===== src/rtl/poly_root_finder.sv =====
// ---------------------------------------------------------------------------
// poly_root_finder
//
// Loads coefficients A, B, C and a target Y through a press/release `go`
// handshake, then searches x = 0 .. 2^WIDTH-1 for the smallest x where
// A*x^2 + B*x + C == Y (mod 2^WIDTH). Each candidate is evaluated with a
// shared Horner datapath over five cycles: t = ((A*x) + B)*x + C.
//
// Optional feature macro: POLY_ROOT_FINDER_COUNT_EN
//   defined   - every candidate is evaluated, root_count counts all roots,
//               x_out keeps the first (smallest) root.
//   undefined - the search stops at the first root; root_count is 0 or 1.
//
// Ports:
//   clk         system clock
//   resetn      synchronous, active-low reset
//   go          active-high advance strobe (press/release)
//   data_in     operand sampled while in a LOAD state
//   x_out       smallest root found, 0 if none
//   found       at least one root exists
//   done        search complete, result valid
//   busy        search in progress
//   root_count  number of roots found (WIDTH+1 bits)
// ---------------------------------------------------------------------------
module poly_root_finder #(
    parameter int WIDTH = 8
) (
    input  logic             clk,
    input  logic             resetn,
    input  logic             go,
    input  logic [WIDTH-1:0] data_in,
    output logic [WIDTH-1:0] x_out,
    output logic             found,
    output logic             done,
    output logic             busy,
    output logic [WIDTH:0]   root_count
);

    typedef enum logic [3:0] {
        LOAD_A, LOAD_A_WAIT,
        LOAD_B, LOAD_B_WAIT,
        LOAD_C, LOAD_C_WAIT,
        LOAD_Y, LOAD_Y_WAIT,
        EVAL_0, EVAL_1, EVAL_2, EVAL_3,
        CHECK,
        DONE, DONE_WAIT
    } state_t;

    state_t state_reg, state_next;

    logic [WIDTH-1:0] a_reg, a_next;
    logic [WIDTH-1:0] b_reg, b_next;
    logic [WIDTH-1:0] c_reg, c_next;
    logic [WIDTH-1:0] y_reg, y_next;
    logic [WIDTH-1:0] x_reg, x_next;
    logic [WIDTH-1:0] t_reg, t_next;
    logic [WIDTH-1:0] x_out_reg, x_out_next;
    logic             found_reg, found_next;
    logic             done_reg, done_next;
    logic             busy_reg, busy_next;
    logic [WIDTH:0]   root_count_reg, root_count_next;

    logic hit;
    logic last_candidate;

    assign hit            = (t_reg == y_reg);
    // x never wraps: the all-ones candidate is the final one evaluated.
    assign last_candidate = (x_reg == '1);

    always_comb begin
        state_next      = state_reg;
        a_next          = a_reg;
        b_next          = b_reg;
        c_next          = c_reg;
        y_next          = y_reg;
        x_next          = x_reg;
        t_next          = t_reg;
        x_out_next      = x_out_reg;
        found_next      = found_reg;
        done_next       = done_reg;
        busy_next       = busy_reg;
        root_count_next = root_count_reg;

        case (state_reg)
            // Operands track data_in every cycle, so the value held is the
            // one present in the last LOAD cycle before go rises.
            LOAD_A: begin
                a_next = data_in;
                if (go) state_next = LOAD_A_WAIT;
            end
            LOAD_A_WAIT: if (!go) state_next = LOAD_B;
            LOAD_B: begin
                b_next = data_in;
                if (go) state_next = LOAD_B_WAIT;
            end
            LOAD_B_WAIT: if (!go) state_next = LOAD_C;
            LOAD_C: begin
                c_next = data_in;
                if (go) state_next = LOAD_C_WAIT;
            end
            LOAD_C_WAIT: if (!go) state_next = LOAD_Y;
            LOAD_Y: begin
                y_next = data_in;
                if (go) state_next = LOAD_Y_WAIT;
            end
            LOAD_Y_WAIT: begin
                if (!go) begin
                    state_next      = EVAL_0;
                    x_next          = '0;
                    x_out_next      = '0;
                    found_next      = 1'b0;
                    done_next       = 1'b0;
                    root_count_next = '0;
                    busy_next       = 1'b1;
                end
            end
            EVAL_0: begin
                t_next     = a_reg * x_reg;
                state_next = EVAL_1;
            end
            EVAL_1: begin
                t_next     = t_reg + b_reg;
                state_next = EVAL_2;
            end
            EVAL_2: begin
                t_next     = t_reg * x_reg;
                state_next = EVAL_3;
            end
            EVAL_3: begin
                t_next     = t_reg + c_reg;
                state_next = CHECK;
            end
            CHECK: begin
`ifdef POLY_ROOT_FINDER_COUNT_EN
                if (hit) begin
                    found_next      = 1'b1;
                    root_count_next = root_count_reg + (WIDTH+1)'(1);
                    // Only the first (smallest) root is reported.
                    if (root_count_reg == '0) x_out_next = x_reg;
                end
                if (last_candidate) begin
                    state_next = DONE;
                    busy_next  = 1'b0;
                    done_next  = 1'b1;
                end else begin
                    x_next     = x_reg + WIDTH'(1);
                    state_next = EVAL_0;
                end
`else
                if (hit) begin
                    found_next      = 1'b1;
                    x_out_next      = x_reg;
                    root_count_next = (WIDTH+1)'(1);
                    state_next      = DONE;
                    busy_next       = 1'b0;
                    done_next       = 1'b1;
                end else if (last_candidate) begin
                    state_next = DONE;
                    busy_next  = 1'b0;
                    done_next  = 1'b1;
                end else begin
                    x_next     = x_reg + WIDTH'(1);
                    state_next = EVAL_0;
                end
`endif
            end
            DONE: if (go) state_next = DONE_WAIT;
            DONE_WAIT: begin
                if (!go) begin
                    state_next = LOAD_A;
                    done_next  = 1'b0;
                end
            end
            default: state_next = LOAD_A;
        endcase
    end

    always_ff @(posedge clk) begin
        if (!resetn) begin
            state_reg      <= LOAD_A;
            a_reg          <= '0;
            b_reg          <= '0;
            c_reg          <= '0;
            y_reg          <= '0;
            x_reg          <= '0;
            t_reg          <= '0;
            x_out_reg      <= '0;
            found_reg      <= 1'b0;
            done_reg       <= 1'b0;
            busy_reg       <= 1'b0;
            root_count_reg <= '0;
        end else begin
            state_reg      <= state_next;
            a_reg          <= a_next;
            b_reg          <= b_next;
            c_reg          <= c_next;
            y_reg          <= y_next;
            x_reg          <= x_next;
            t_reg          <= t_next;
            x_out_reg      <= x_out_next;
            found_reg      <= found_next;
            done_reg       <= done_next;
            busy_reg       <= busy_next;
            root_count_reg <= root_count_next;
        end
    end

    assign x_out      = x_out_reg;
    assign found      = found_reg;
    assign done       = done_reg;
    assign busy       = busy_reg;
    assign root_count = root_count_reg;

endmodule


===== config.mk =====
export PLATFORM = sky130hd
export DESIGN_NAME = poly_root_finder
export DESIGN_NICKNAME = d
export VERILOG_FILES = /design/src/rtl/poly_root_finder.sv
export SDC_FILE = /design/constraint.sdc
export NUM_CORES = 1
export LEC_CHECK = 0
export CAP_MARGIN = 20
export CORE_MARGIN = 2
export CORE_UTILIZATION = 40
export CTS_CLUSTER_SIZE = 8
export DETAILED_ROUTE_END_ITERATION = 10
export PLACE_DENSITY = 0.64
export SYNTH_ARGS = -nofsm -noshare
export SYNTH_HDL_FRONTEND = slang
export SYNTH_SLANG_ARGS = --single-unit
export TNS_END_PERCENT = 1

===== constraint.sdc =====
create_clock -name clk -period 5.1 [get_ports clk]
set_input_delay 1.53 -clock clk [delete_from_list [all_inputs] [get_ports clk]]
set_output_delay 1.53 -clock clk [all_outputs]
set_load 0.005 [all_outputs]

# Word-level counts from Yosys, hierarchy flattened
# Cells that the tools add are included.
# W data, S select, Z words.
[totals] reg_bits=72 out_inout_bits=20 wordCells=91
[classes] add_sub_neg=3 n_mul=2 n_eq_ne=31 mux=33 n_reduce_logical=10
[ops] cell="$pmux W4 S15" n=1
[ops] cell="$mux W4" n=10
[ops] cell="$mux W8" n=4
[ops] cell="$pmux W8 S2" n=2
[ops] cell="$pmux W8 S4" n=1
[ops] cell="$eq A4 B4 Y1 const B" n=7
[ops] cell="$ne A2 B2 Y1 const B" n=14
[ops] cell="$mux W9" n=2
[ops] cell="$pmux W9 S2" n=1
[ops] cell="$add A8 B8 Y8" n=2
[ops] cell="$eq A4 B3 Y1 const B" n=4
[ops] cell="$mul A8 B8 Y8" n=2
[ops] cell="$reduce_and A10 Y1" n=1
[ops] cell="$reduce_and A3 Y1" n=3
[ops] cell="$add A8 B1 Y8 const B" n=1
[ops] cell="$eq A4 B2 Y1 const B" n=2
[ops] cell="$eq A8 B8 Y1" n=1
[ops] cell="$eq A8 B8 Y1 const B" n=1
[ops] cell="$mux W1" n=7
[ops] cell="$mux W3" n=2
[ops] cell="$pmux W1 S2" n=3
[ops] cell="$eq A4 B1 Y1 const B" n=1
[ops] cell="$logic_not A4 Y1" n=1
[ops] cell="$reduce_and A4 Y1" n=1
[ops] cell="4 further kinds" n=5

# Logic depth before layout (Yosys ltp)
[logic_depth] word_depth=4 ltp_mapped=18 mapped_depth_nobuf=16

# Worst setup path before layout
# No wires, ideal clock.
[synth_path] path_kind="reg-to-reg" startpoint="reg x_reg[2]" endpoint="reg t_reg[7]" t_arrival_ns=3.895 path_slack_ns=1.130 stages_incl_launch_ff=19 period_less_slack_ns=3.970 cell_sequence="dfxtp_1 -> clkbuf_1 -> clkbuf_1 -> and2_1 -> ha_1 -> inv_1 -> fa_1 -> inv_1 -> ha_1 -> fa_1 -> inv_1 -> fa_1 -> inv_1 -> a21o_1 -> a21oi_1 -> xnor2_1 -> xnor2_1 -> or3_1 -> a31oi_1"
[synth_via] elab_chain_len=2
[synth_lines] element="start, declared" line="55" text="logic [WIDTH-1:0] x_reg, x_next;"
[synth_lines] element="start signal, assigned" line="198" text="x_reg <= x_next;"
[synth_lines] element="$mul A8 B8 Y8 (on tied branches)" line="126, 118"
[synth_lines] element="$pmux W8 S4 *" line="84" text="case (state_reg)"
[synth_lines] element="end signal, assigned" line="199" text="t_reg <= t_next;"
[synth_lines] element="end, declared" line="56" text="logic [WIDTH-1:0] t_reg, t_next;"
# Every way passes the cells marked *; elsewhere a longest branch is shown, timed or not.
# A chain may end at the register's enable or synchronous reset.

# Worst setup path in the final report
[layout_path] startpoint="reg x_reg[3]" endpoint="reg t_reg[7]"
# The elaborated chain is that of the path after synthesis.

==> impl_metrics.toml <==
[critical_path]
worstSetupEndpointType = "flop"
slowest_delay_ns = 0.69
required_ns = 5.36
crit_fanout = 16
rr_worst_depth = 14
cp-start-kind = "flop"
path_cells = "nand2_1, fa_1, inv_1, ha_1, inv_1, fa_1, fa_1, inv_1, ha_1, a21oi_1, xnor2_1, xnor2_1, or3_1, a31oi_1"
worst_r2r_startpoint = "x_reg[3]$_SDFFE_PN0P_"
critPathKind = "flop to flop"
arrival_ns = 4.37
critPathCapture = "t_reg[7]$_SDFFE_PN0P_"
crit_slowest_cell = "dfxtp_1"
r2r_slack_ns = 1.0
rr_endpoint = "t_reg[7]$_SDFFE_PN0P_"
crit_start = "x_reg[3]$_SDFFE_PN0P_"

[yosys]
yosysWarnings = 0
synthCells = 604
ys_seq_elements = 63
synth_most_common_cell = "nand2_1"
synth_compound_area_frac = 0.128
synth_top_family_by_area = "simple AND/OR/NAND/NOR gates"
yosys.area_share.xor_xnor = 0.0946
synthTopCellsByCount = "nand2_1, dfxtp_1, inv_1, xnor2_1, ha_1"
synth_fa_ha_area_frac = 0.198
synth-seq-area-share = 0.249
netlist_top_cells_area = "dfxtp_1, fa_1, ha_1"
synth_top_area_frac = 0.249
synth_cell_types = 47
netlist_area_um2 = 5070
muxShareOfSynthArea = 0.0437
synth_top_flop_cell = "dfxtp_1"
synth-edff-count = 0
async_flop_share = 0
syn_area_per_cell_um2 = 8.39
synth_top_cell_by_area = "dfxtp_1"
yosys.area_share.simple = 0.205

[drt]
wirelength_um = 11500
wire_per_inst_um = 14.6
drt_iter0_drc = 223
vias_per_cell = 5.11
vias = 4026
drc = 0
dr.pass1.iters = 4
drt.antenna.violating_nets = 0

[clocking]
postCtsSetupRepairBufs = 0
cts_buffer_depth = 2
tritoncts = "built"
ctsHoldBuffers = 0
clk_pin_slew_ns = 0.05
clockRootBuffer = "clkbuf_16"
cts_resized = 0
h-tree-depth = 3
cts.sinks = 63
worst_skew_pair.late_latency_ns = 0.34
cts_made_buffers = 9

[placement]
dp_hpwl_um = 8680
port_buffers = 22
gp_congestion = 0.861
place_area_um2 = 5380

[pwr]
irDropWorstVdd_v = 0.000222
leakagePower_nw = 2.33
pwr_density_cell_nw_per_um2 = 238
total_power_w = 0.00136

[timing]
finalHoldViolCount = 0
skew_ns = 0.00332
fmax_mhz = 244
setup_viol = 0
rsz0062_at_grt = "false"
period_share = 0.805
worst_slew_pin_slew_ns = 0.982
drv_slew = 0
slew_headroom = 0.341
holdWs_ns = 0.459
period_minus_slack_ns = 4.10
fin_setup_tns_ns = 0

[die]
core_area_um2 = 12500
start_util = 0.405
io_pins = 31
die-area_um2 = 13600
dieHeight_um = 117
num_rows = 41
die_x_um = 117

[finish]
antenna_cells = 0
fillers = 1225
drive_gt1_frac = 0.0714
fin_area_um2 = 5710
finalNetCount = 687
area_delta_synth_final_pct = 12.8

[global_route]
grt_max_degree = 33
grt_overflow = 0
grt_pass1_vias = 3862
grt_first_pass_wirelength_um = 19200
groute.usage.overall = 0.183
antenna_found_initial = 0

[hold_path]
min_path_type = "flop to flop"

[outcome]
status = "finished, final reports clean"

[run]
drv_cap = 0
stage by stage:
stage / cells / setup WS (ns) / util
final: 788 / 0.995 / 0.457
after global routing: 788 / 0.802 / 0.457
after CTS: 788 / 1.00 / 0.457
after detailed placement: 772 / 0.999 / 0.430
after global placement: 772 / 1.08 / 0.430
after floorplan: 611 / 1.13 / -
report_power, final:
part	internal, W	switching (W)
combinational	0.0000642	0.0000910
sequential	0.000511	0.0000226
clock	0.000453	0.000219
total	0.00103	0.000333
how the worst min path moves through the flow:
stage                               start               endpoint  slack (ns)  depth (start not counted)
floorplan               done$_SDFFE_PN0P_      done$_SDFFE_PN0P_        0.44                          2
global placement        done$_SDFFE_PN0P_      done$_SDFFE_PN0P_        0.44                          2
detailed placement      done$_SDFFE_PN0P_      done$_SDFFE_PN0P_        0.45                          2
CTS                     done$_SDFFE_PN0P_      done$_SDFFE_PN0P_        0.46                          2
global route        c_reg[5]$_SDFFE_PN0P_  c_reg[5]$_SDFFE_PN0P_        0.50                          2
finish                  done$_SDFFE_PN0P_      done$_SDFFE_PN0P_        0.46                          2
cells in the final DEF (no fill, tap or decap), drive strengths merged, types with 2 or more instances in the layout:
cell type | netlist | routed
or3 | 6 | 6
xnor2 | 43 | 43
bufinv | 0 | 2
mux2i | 12 | 12
a21boi | 31 | 31
buf | 21 | 8
inv | 54 | 54
ha | 40 | 40
nand2b | 4 | 4
and2 | 37 | 37
nor3 | 7 | 7
clkdlybuf4s50 | 0 | 22
nor2 | 16 | 16
conb | 1 | 8
fa | 25 | 25
dfxtp | 63 | 63
a22oi | 10 | 10
nor2b | 22 | 22
nand4 | 5 | 5
or2 | 2 | 2
a31oi | 4 | 4
o211a | 4 | 4
o21a | 2 | 2
clkinvlp | 0 | 2
a21o | 4 | 4
nand3 | 6 | 6
o211ai | 4 | 4
o22ai | 2 | 2
clkbuf | 20 | 11
xor2 | 10 | 10
nand2 | 105 | 105
a21oi | 12 | 12
o21ai | 13 | 13
a211oi | 2 | 2
mux2 | 9 | 9
routing by layer:
metal  global-route usage  routed length [um]
met5                    0                   0
met4               0.0745                 233
met3               0.0301                 476
met2                0.296                5480
met1                0.244                5350
logic make-up after synthesis:
logic type	Yosys count
compound gates	93
xor+xnor	53
fa+ha+maj	65
buf+inv	95
flops	63
mux	21
other cells	1
simple gates	213
cell type report:
class | count | area (um^2) | area share
multi-input cells | 453 | 3420 | 0.599
flip-flops and latches | 63 | 1260 | 0.221
repair buffers | 30 | 280 | 0.0490
clock buffers | 11 | 253 | 0.0442
well taps | 172 | 215 | 0.0377
inverters | 54 | 203 | 0.0355
clock inverters | 5 | 80.1 | 0.0140
worst max-delay path, delay by kind of cell (launching register included):
kind                     cells  cell delay [ns]
XOR/XNOR                     2             0.25
adder cells (fa/ha/maj)      5             2.17
AND/OR/NAND/NOR              2             0.46
flip-flops                   1             0.69
AO/OA/AOI/OAI                2             0.32
buffers and inverters        3             0.15
Note: power is estimated with default switching activity, not from simulation.
